$ cat src/rtl/multiphase_mtr_drv_if.sv
// rtl/multiphase_mtr_drv_if.sv - command/status bundle between commutation logic and gate driver
interface multiphase_mtr_drv_if #(
  parameter int NUM_PH = 3,
  parameter int DUTY_W = 11,
  parameter int DT_W   = 5
);
  logic [DUTY_W-1:0]   duty;
  logic [2*NUM_PH-1:0] sel;
  logic [DT_W-1:0]     dead_time;
  logic                fault;
  logic                clr_fault;
  logic                PWM_synch;
  logic [NUM_PH-1:0]   high;
  logic [NUM_PH-1:0]   low;
  logic                fault_latched;

  modport master (
    output duty, sel, dead_time, fault, clr_fault,
    input  PWM_synch, high, low, fault_latched
  );

  modport slave (
    input  duty, sel, dead_time, fault, clr_fault,
    output PWM_synch, high, low, fault_latched
  );
endinterface

$ cat src/rtl/multiphase_mtr_drv.sv
// rtl/multiphase_mtr_drv.sv - N-phase gate driver: shadowed PWM, select decode, dead time, fault latch
module multiphase_mtr_drv #(
  parameter int NUM_PH = 3,
  parameter int DUTY_W = 11,
  parameter int DT_W   = 5
) (
  input  logic                 clk,
  input  logic                 rst,
  multiphase_mtr_drv_if.slave  bus
);

  logic [DUTY_W-1:0]            cnt_q, cnt_d;
  logic [DUTY_W-1:0]            duty_q, duty_d;
  logic                         synch_q, synch_d;
  logic                         fault_latched_q, fault_latched_d;
  logic [NUM_PH-1:0]            hi_q, hi_d, lo_q, lo_d;
  logic [NUM_PH-1:0]            high_q, high_d, low_q, low_d;
  logic [NUM_PH-1:0][DT_W-1:0]  dt_q, dt_d;

  logic              wrap;
  logic              pwm;
  logic              clr_ok;
  logic              blank;
  logic [NUM_PH-1:0] hi_in, lo_in;

  always_comb begin
    wrap    = &cnt_q;
    cnt_d   = cnt_q + 1'b1;
    synch_d = wrap;
    duty_d  = wrap ? bus.duty : duty_q;
    pwm     = (cnt_q < duty_q);

    // A clear only counts when a fault is actually latched and the fault line is quiet.
    clr_ok          = bus.clr_fault & ~bus.fault & fault_latched_q;
    blank           = bus.fault | fault_latched_q;
    fault_latched_d = bus.fault | (fault_latched_q & ~clr_ok);

    hi_in  = '0;
    lo_in  = '0;
    high_d = '0;
    low_d  = '0;
    dt_d   = dt_q;
    for (int i = 0; i < NUM_PH; i++) begin
      case (bus.sel[2*i +: 2])
        2'b01: begin
          hi_in[i] = ~pwm;
          lo_in[i] = pwm;
        end
        2'b10: begin
          hi_in[i] = pwm;
          lo_in[i] = ~pwm;
        end
        2'b11: lo_in[i] = pwm;
        default: ;
      endcase

      // Any change of the requested gate pair restarts the blanking interval.
      if ({hi_in[i], lo_in[i]} != {hi_q[i], lo_q[i]}) begin
        dt_d[i] = bus.dead_time;
      end else if (dt_q[i] != '0) begin
        dt_d[i] = dt_q[i] - 1'b1;
      end else begin
        high_d[i] = hi_q[i];
        low_d[i]  = lo_q[i];
      end

      if (clr_ok) begin
        dt_d[i] = bus.dead_time;
      end
      if (blank) begin
        high_d[i] = 1'b0;
        low_d[i]  = 1'b0;
      end
    end

    hi_d = hi_in;
    lo_d = lo_in;
  end

  always_ff @(posedge clk or posedge rst) begin
    if (rst) begin
      cnt_q           <= '0;
      duty_q          <= '0;
      synch_q         <= 1'b0;
      fault_latched_q <= 1'b0;
      hi_q            <= '0;
      lo_q            <= '0;
      high_q          <= '0;
      low_q           <= '0;
      dt_q            <= '0;
    end else begin
      cnt_q           <= cnt_d;
      duty_q          <= duty_d;
      synch_q         <= synch_d;
      fault_latched_q <= fault_latched_d;
      hi_q            <= hi_d;
      lo_q            <= lo_d;
      high_q          <= high_d;
      low_q           <= low_d;
      dt_q            <= dt_d;
    end
  end

  assign bus.PWM_synch     = synch_q;
  assign bus.high          = high_q;
  assign bus.low           = low_q;
  assign bus.fault_latched = fault_latched_q;

endmodule
$ cat src/flat_wrapper.sv
// flat-port wrapper written by rule: the top's interface ports become plain ports
module multiphase_mtr_drv_flat 
#(
  parameter int NUM_PH = 3,
  parameter int DUTY_W = 11,
  parameter int DT_W   = 5
)
  (clk, rst, bus_duty, bus_sel, bus_dead_time, bus_fault, bus_clr_fault, bus_PWM_synch, bus_high, bus_low, bus_fault_latched);
  multiphase_mtr_drv_if #(.NUM_PH(NUM_PH), .DUTY_W(DUTY_W), .DT_W(DT_W)) bus_i ();
  input  logic clk;
  input  logic rst;
  input wire logic [$bits(bus_i.duty)-1:0] bus_duty;
  input wire logic [$bits(bus_i.sel)-1:0] bus_sel;
  input wire logic [$bits(bus_i.dead_time)-1:0] bus_dead_time;
  input wire logic [$bits(bus_i.fault)-1:0] bus_fault;
  input wire logic [$bits(bus_i.clr_fault)-1:0] bus_clr_fault;
  output wire logic [$bits(bus_i.PWM_synch)-1:0] bus_PWM_synch;
  output wire logic [$bits(bus_i.high)-1:0] bus_high;
  output wire logic [$bits(bus_i.low)-1:0] bus_low;
  output wire logic [$bits(bus_i.fault_latched)-1:0] bus_fault_latched;
  assign bus_i.duty = bus_duty;
  assign bus_i.sel = bus_sel;
  assign bus_i.dead_time = bus_dead_time;
  assign bus_i.fault = bus_fault;
  assign bus_i.clr_fault = bus_clr_fault;
  assign bus_PWM_synch = bus_i.PWM_synch;
  assign bus_high = bus_i.high;
  assign bus_low = bus_i.low;
  assign bus_fault_latched = bus_i.fault_latched;
  multiphase_mtr_drv #(.NUM_PH(NUM_PH), .DUTY_W(DUTY_W), .DT_W(DT_W)) u_core (.clk(clk), .rst(rst), .bus(bus_i));
endmodule
$ cat config.mk
export PLATFORM = sky130hd
export DESIGN_NAME = multiphase_mtr_drv_flat
export DESIGN_NICKNAME = d
export VERILOG_FILES = /design/src/rtl/multiphase_mtr_drv_if.sv /design/src/rtl/multiphase_mtr_drv.sv /design/src/flat_wrapper.sv
export SDC_FILE = /design/constraint.sdc
export NUM_CORES = 1
export LEC_CHECK = 0
export ABC_AREA = 1
export CORE_MARGIN = 2
export CORE_UTILIZATION = 30
export CTS_BUF_LIST = sky130_fd_sc_hd__clkbuf_8
export CTS_CLUSTER_SIZE = 12
export DETAILED_ROUTE_END_ITERATION = 6
export PLACE_DENSITY = 0.45
export SYNTH_ARGS = -nofsm -noshare
export SYNTH_HDL_FRONTEND = slang
export SYNTH_SLANG_ARGS = --single-unit
$ cat constraint.sdc
create_clock -name clk -period 2.7 [get_ports clk]
set_clock_uncertainty 0.1 [all_clocks]
set_input_delay 0.54 -clock clk [delete_from_list [all_inputs] [get_ports clk]]
set_output_delay 0.54 -clock clk [all_outputs]
set_load 0.02 [all_outputs]
==> results.md, run 1 <==
- DRC viols: 0
- Initial antenna violation count: 0
- Worst slack, placed: 0.400 ns
- Hpwl dp: 4490 µm
- Worst skew pair latency: 0.30 ns
- R2R Path End: u_core.dt_q[0]
- Die Ht: 102 µm
- Largest net degree at the start of global routing: 52
- RSZ-0062 raised after global routing: false
- R2r setup slk: 0.50 ns
- N_diodes: 0
- PwrDens: 452 mW/mm²
- Filler cells: 986
- Multi-input gate area: 0.00136 mm²
- Final #Nets: 423
- # resized after CTS: 0
- Int Pwr: 0.00113 W
- TritonCTS clock tree: yes
- Final ANT Viol Nets: 0
- Layout Cells excl Fill: 510
- Crit Path Max Fanout: 9
- Core Box Area: 0.00928 mm²
- Number of global-route vias before repair: 2199
- Net load switching power: 0.000447 W
- Worst hold path startpoint: u_core.cnt_q[0]
- CTS max path bufs: 2
- Unique masters post-synth: 26
- Synth Warn #: 0
- 1st-iter DRT viols: 47
- R2r worst-path depth: 10
- Post-route minimum period: 2.20 ns
- Max-capacitance violation count: 0
- Slew Viols, Final: 0
- Post-CTS Hold Buffers: 0
- # port buffers: 33
- H-tree depth: 2
- Seq. cell area: 0.00128 mm²
- Critical Path RT: 2.80 ns
- Setup TNS: 0 ns
- Pleak: 1.77 nW
- Wire per inst: 11.4 µm
- Global-route wire length before repair: 10100 µm
- # setup viols final: 0
- Critical path class: reg2reg
- Congestion Overflow GR: 0
- Hold Path Depth: 1
- Std-Cell Rows: 35
- Sw frac: 28.4%
- Starting density of the core: 31.0%
- Async SR Flop Fraction: 100%
- VDD IR-drop max: 0.188 mV
- Die area: 0.0104 mm²
- Final worst-path cycle share: 81.3%
- Layout cells sized above 1: 10.8%
- Placed Instances: 502
- Clk network pwr share: 30.2%
- Outcome: finished, final reports clean
- Kind of start point of the critical path: flip-flop
- Main synth FF type: dfrtp_1
- Fmax: 0.456 GHz
- Worst Tran Pin Value: 0.364 ns
- Mapped Cells: 339
- # Post-CTS Setup Buffers: 0
- Vias per cell: 4.22
- Fin. Hold Viols: 0
- Ports: 34
- Logic pwr share: 17.1%
- Seq pwr share: 52.6%
- EDFF count, synth: 0
- Final setup margin: 0.505 ns
- Part of the Yosys area used for sequential elements: 44.4%
- Clock root cell: clkbuf_8
- Clk slew on worst S/H paths: 0.10 ns
- Hold crit path type: reg2reg
- Endpoint, Worst Hold: u_core.cnt_q[0]
- R2r startpoint: u_core.cnt_q[10]
- CTS Sinks: 51
- #FFs+latches synth: 51
- Relative slew slack: 75.6%
- Via count: 2150
- Final Wtd Congestion: 0.841
- Average size of a mapped cell: 8.48 µm²
- Gr usage total: 12.4%
- Arr. time, crit path: 2.30 ns
- Pre-antenna DRT Iters: 4
- Syn nets: 382
- CP endpoint kind: flip-flop
- Mapped Area: 0.00287 mm²
- TritonCTS Buffers: 5
- Die X: 102 µm
- Synth-to-Final Area Change: 21.1%
- WL final: 5810 µm
## cells in the mapped netlist, types with 4 or more instances
| cell | n | area, µm² |
|---|---|---|
| dfrtp_1 | 51 | 1280 |
| ha_1 | 17 | 213 |
| nand4_1 | 15 | 93.8 |
| nor3_1 | 7 | 35.0 |
| nor2_1 | 16 | 60.1 |
| a21oi_1 | 7 | 35.0 |
| nand2_2 | 14 | 87.6 |
| nand3b_1 | 4 | 30.0 |
| nand2_1 | 79 | 297 |
| nand3_1 | 16 | 80.1 |
| o21ai_1 | 8 | 40.0 |
| xor2_1 | 17 | 149 |
| inv_1 | 56 | 210 |
| o21ai_0 | 13 | 65.1 |
## flip-flops by register name, indices dropped and copies added (netlist names)
signal	flops
u_core.cnt_q	11
u_core.bus.fault_latched	1
u_core.hi_q	3
u_core.duty_q	11
u_core.bus.PWM_synch	1
u_core.bus.high	3
u_core.lo_q	3
u_core.bus.low	3
u_core.dt_q	15
## cells by family after synthesis
family | Yosys count | share of synthesized area [%]
and+or+nand+nor | 163 | 29.0
buffers and inverters | 60 | 8.23
DFF | 51 | 44.4
AOI/OAI and AO/OA | 29 | 5.14
xor gates and xnor gates | 18 | 5.49
adders and majority gates | 17 | 7.40
muxes | 1 | 0.392
## worst max-delay path, stage by stage, from the launching register on
cell and delay [ns]:
dfrtp_1 0.42, ha_1 0.31, a21o_1 0.21, nor2_4 0.25, nand3_4 0.18, nand2_2 0.11
nand3b_1 0.09, nand2_2 0.15, nand3_2 0.14, nand2_1 0.09, nand2_1 0.05
## power groups by stage
stage | combinational [W] | clock (W) | sequential (W)
after floorplan | 0.000182 | 0 | 0.000838
after global placement | 0.000275 | 0 | 0.000844
after detailed placement | 0.000273 | 0 | 0.000843
after CTS | 0.000275 | 0.000505 | 0.000828
after global routing | 0.000315 | 0.000532 | 0.000835
final | 0.000270 | 0.000476 | 0.000828
## area by class of cell
cell class              instances  share of cell area [%]
clock buffers                   6                    2.37
clock inverters                 2                   0.467
inverters                      58                    6.25
multi-input cells             228                    39.1
flip-flops and latches         51                    36.7
well taps                     129                    4.64
repair buffers                 36                    10.5
## routing by layer
metal	share of wire [%]	GRT usage [%]
met3	1.7	2.05
met4	1.3	4.00
met1	51	16.6
met5	0	0
met2	46	20.6
## cells in the final DEF, fill, tap and decap left out
cell / instances
nor2_4: 3
nand3_2: 3
inv_1: 55
a21o_1: 1
inv_2: 3
nor3_1: 7
ha_1: 17
nand2_2: 14
xor2_1: 17
nand2_4: 1
and2_4: 1
dfrtp_1: 51
nor2_1: 16
nand2_1: 79
xnor2_1: 1
o21ai_0: 13
nand3b_1: 4
nand3_1: 16
nand4_1: 15
mux2_2: 1
clkbuf_8: 6
clkinv_4: 1
nor4_2: 1
clkinvlp_4: 1
a21oi_1: 7
o21ai_1: 8
buf_4: 2
nand3_4: 3
clkdlybuf4s50_1: 33
buf_12: 1
## metrics by stage
step	cell area [µm²]	power, W	util [%]	hold slack [ns]
6_report	3480	0.00157	37.5	0.378
4_1_cts	3480	0.00161	37.5	0.386
3_5_place_dp	3380	0.00112	36.4	0.370
2_1_floorplan	2870	0.00102	-	0.338
5_1_grt	3480	0.00168	37.5	0.428
3_3_place_gp	3380	0.00112	36.4	0.367
## how the worst max path moves through the flow
stage	from	to	slack (ns)	cells after the start
after floorplan	u_core.cnt_q[10]	u_core.dt_q[0]	0.72	10
after global placement	bus_sel[0]	u_core.dt_q[0]	0.39	9
after detailed placement	bus_sel[0]	u_core.dt_q[2]	0.40	9
after CTS	u_core.cnt_q[10]	u_core.dt_q[12]	0.48	10
after global routing	u_core.cnt_q[10]	u_core.dt_q[9]	0.33	12
final	u_core.cnt_q[10]	u_core.dt_q[0]	0.50	10
No activity file was read; power rests on OpenSTA's default activity.
==> inputs of run 2 (changes only) <==
clock period = 2.2 ns   (was 2.7 ns; I/O delays follow)
==> results.md, run 2 (synthesized netlist as in run 1, its figures left out) <==
- Clk slew on worst S/H paths: 0.10 ns (about the same)
- R2r worst-path depth: 13 (was 10)
- Worst Tran Pin Value: 0.408 ns (was 0.364 ns)
- Largest Register: u_core.dt_q (unchanged)
- Die X: 102 µm (unchanged)
- Crit path to: u_core.dt_q[7] (was u_core.dt_q[0])
- Pleak: 1.92 nW (was 1.77 nW)
- Via count: 2313 (was 2150)
- Synth-to-Final Area Change: 34.4% (was 21.1%)
- Worst slack, placed: 0.00285 ns (was 0.400 ns)
- Layout cells sized above 1: 23.4% (was 10.8%)
- Setup crit start: u_core.cnt_q[10] (unchanged)
- DRC viols: 0 (unchanged)
- Fmax: 0.471 GHz (was 0.456 GHz)
- Congestion Overflow GR: 0 (unchanged)
- Pre-antenna DRT Iters: 4 (unchanged)
- R2r startpoint: u_core.cnt_q[10] (unchanged)
- # setup viols final: 0 (unchanged)
- H-tree depth: 2 (unchanged)
- Post-route minimum period: 2.12 ns (was 2.20 ns)
- TritonCTS Buffers: 5 (unchanged)
- Fin. Hold Viols: 0 (unchanged)
- Worst skew pair latency: 0.31 ns (was 0.30 ns)
- 1st-iter DRT viols: 93 (was 47)
- Std-Cell Rows: 35 (unchanged)
- Ports: 34 (unchanged)
- RSZ-0062 raised after global routing: true (was false)
- Largest net degree at the start of global routing: 20 (was 52)
- Critical Path RT: 2.30 ns (was 2.80 ns)
- Critical path class: reg2reg (unchanged)
- WL final: 6490 µm (was 5810 µm)
- CTS Sinks: 51 (unchanged)
- Max-capacitance violation count: 0 (unchanged)
- VDD IR-drop max: 0.188 mV (about the same)
- Vias per cell: 4.36 (was 4.22)
- Most common cell after layout, fill and taps aside: nand2_1 (unchanged)
- Kind of start point of the critical path: flip-flop (unchanged)
- Core Box Area: 0.00928 mm² (unchanged)
- Registers with the most flip-flops: u_core.dt_q: 15 flops, u_core.cnt_q: 11 flops, u_core.duty_q: 11 flops (unchanged)
- CTS max path bufs: 2 (unchanged)
- R2R Path End: u_core.dt_q[7] (was u_core.dt_q[0])
- Global-route wire length before repair: 10500 µm (was 10100 µm)
- Clock root cell: clkbuf_8 (unchanged)
- CP endpoint kind: flip-flop (unchanged)
- Outcome: finished, final reports clean (unchanged)
- Most frequent cells in the layout: nand2_1 (65), inv_1 (52), dfrtp_1 (50) (was nand2_1 (79), inv_1 (55), dfrtp_1 (51))
- Starting density of the core: 31.0% (unchanged)
- Initial antenna violation count: 0 (unchanged)
- Placed Area: 0.00343 mm² (was 0.00338 mm²)
- Relative slew slack: 72.8% (was 75.6%)
- Final worst-path cycle share: 96.5% (was 81.3%)
- Number of global-route vias before repair: 2233 (was 2199)
- Gr usage total: 13.1% (was 12.4%)
- Final Wtd Congestion: 0.811 (was 0.841)
- Arr. time, crit path: 2.22 ns (was 2.30 ns)
- R2r setup slk: 0.08 ns (was 0.50 ns)
- # port buffers: 33 (unchanged)
- Number of flip-flops in the largest register: 15 (unchanged)
- Final #Nets: 444 (was 423)
- Slew Viols, Final: 0 (unchanged)
- Hold crit path type: in2async (was reg2reg)
- Die Ht: 102 µm (unchanged)
- TritonCTS clock tree: yes (unchanged)
- Design Area, Final: 0.00386 mm² (was 0.00348 mm²)
- N_diodes: 0 (unchanged)
- Final ANT Viol Nets: 0 (unchanged)
- Crit Path Max Fanout: 8 (was 9)
- Final setup margin: 0.0766 ns (was 0.505 ns)
- Hpwl dp: 4720 µm (was 4490 µm)
- PwrDens: 499 mW/mm² (was 452 mW/mm²)
- Die area: 0.0104 mm² (unchanged)
- Wire per inst: 12.2 µm (was 11.4 µm)
-- run 2: worst max-delay path: stages, from the launching register on --
cell and delay (ns):
dfrtp_1 0.44, ha_4 0.30, nand2_4 0.05, nor2_4 0.13, and2_4 0.20, nand2_8 0.06, nand3_4 0.13, nand2_2 0.08
nand2_2 0.07, nand2_1 0.08, nand2_4 0.11, nand3_4 0.11, nand2_1 0.09, o21ai_1 0.06
-- run 2: worst min-delay path by stage --
stage | slack, ns | startpoint | endpoint | depth (start not counted)
2_1_floorplan | 0.34 | u_core.cnt_q[0] | u_core.cnt_q[0] | 1
3_3_place_gp | 0.37 | u_core.cnt_q[0] | u_core.cnt_q[0] | 1
3_5_place_dp | 0.37 | u_core.cnt_q[0] | u_core.cnt_q[0] | 1
4_1_cts | 0.34 | rst | u_core.dt_q[12] | 2
5_1_grt | 0.37 | rst | u_core.dt_q[13] | 2
6_report | 0.34 | rst | u_core.dt_q[12] | 2
-- run 2: area by class of cell --
type                       instances  area, µm²
fill                             984       5420
multi-input combinational        233       1620
sequential                        51       1280
timing repair buffer              52        502
inverter                          58        220
tap                              129        161
clock buffer                       5       68.8
clock inverter                     3       16.3
-- run 2: repair_timing --
item / 4_1_cts / 5_1_grt
hold buffers: 0 / 0
endpoints found under the setup margin: 6 / 28
gates cloned: 1 / 4
endpoints found under the hold margin: 0 / 0
resized for setup: 1 / 45
pin swaps: 1 / 15
setup buffers: 0 / 11
-- run 2: power by group --
part	switching, W	internal [W]
sequential	0.0000343	0.000982
clock	0.000320	0.000219
combinational	0.000212	0.000160
total	0.000567	0.00136
-- run 2: metal layers --
layer	share of wire [%]	vias to the layer above	global-route usage (%)	wire, µm
li1	-	1208	-	-
met2	47	27	20.3	3070
met4	1.7	0	4.72	113
met1	49	1070	18.5	3160
met5	0	-	0	0
met3	2.2	8	2.05	146
-- run 2: through the flow --
stage               hold WS [ns]  setup TNS, ns  utilization, %  cells  total power (W)
finish                     0.335              0            41.6    531          0.00193
detailed placement         0.367              0            37.0    507          0.00138
floorplan                  0.338              0               -    339          0.00125
global placement           0.367              0            37.0    507          0.00138
CTS                        0.343              0            38.0    516          0.00193
global route               0.372         -0.688            41.6    531          0.00206
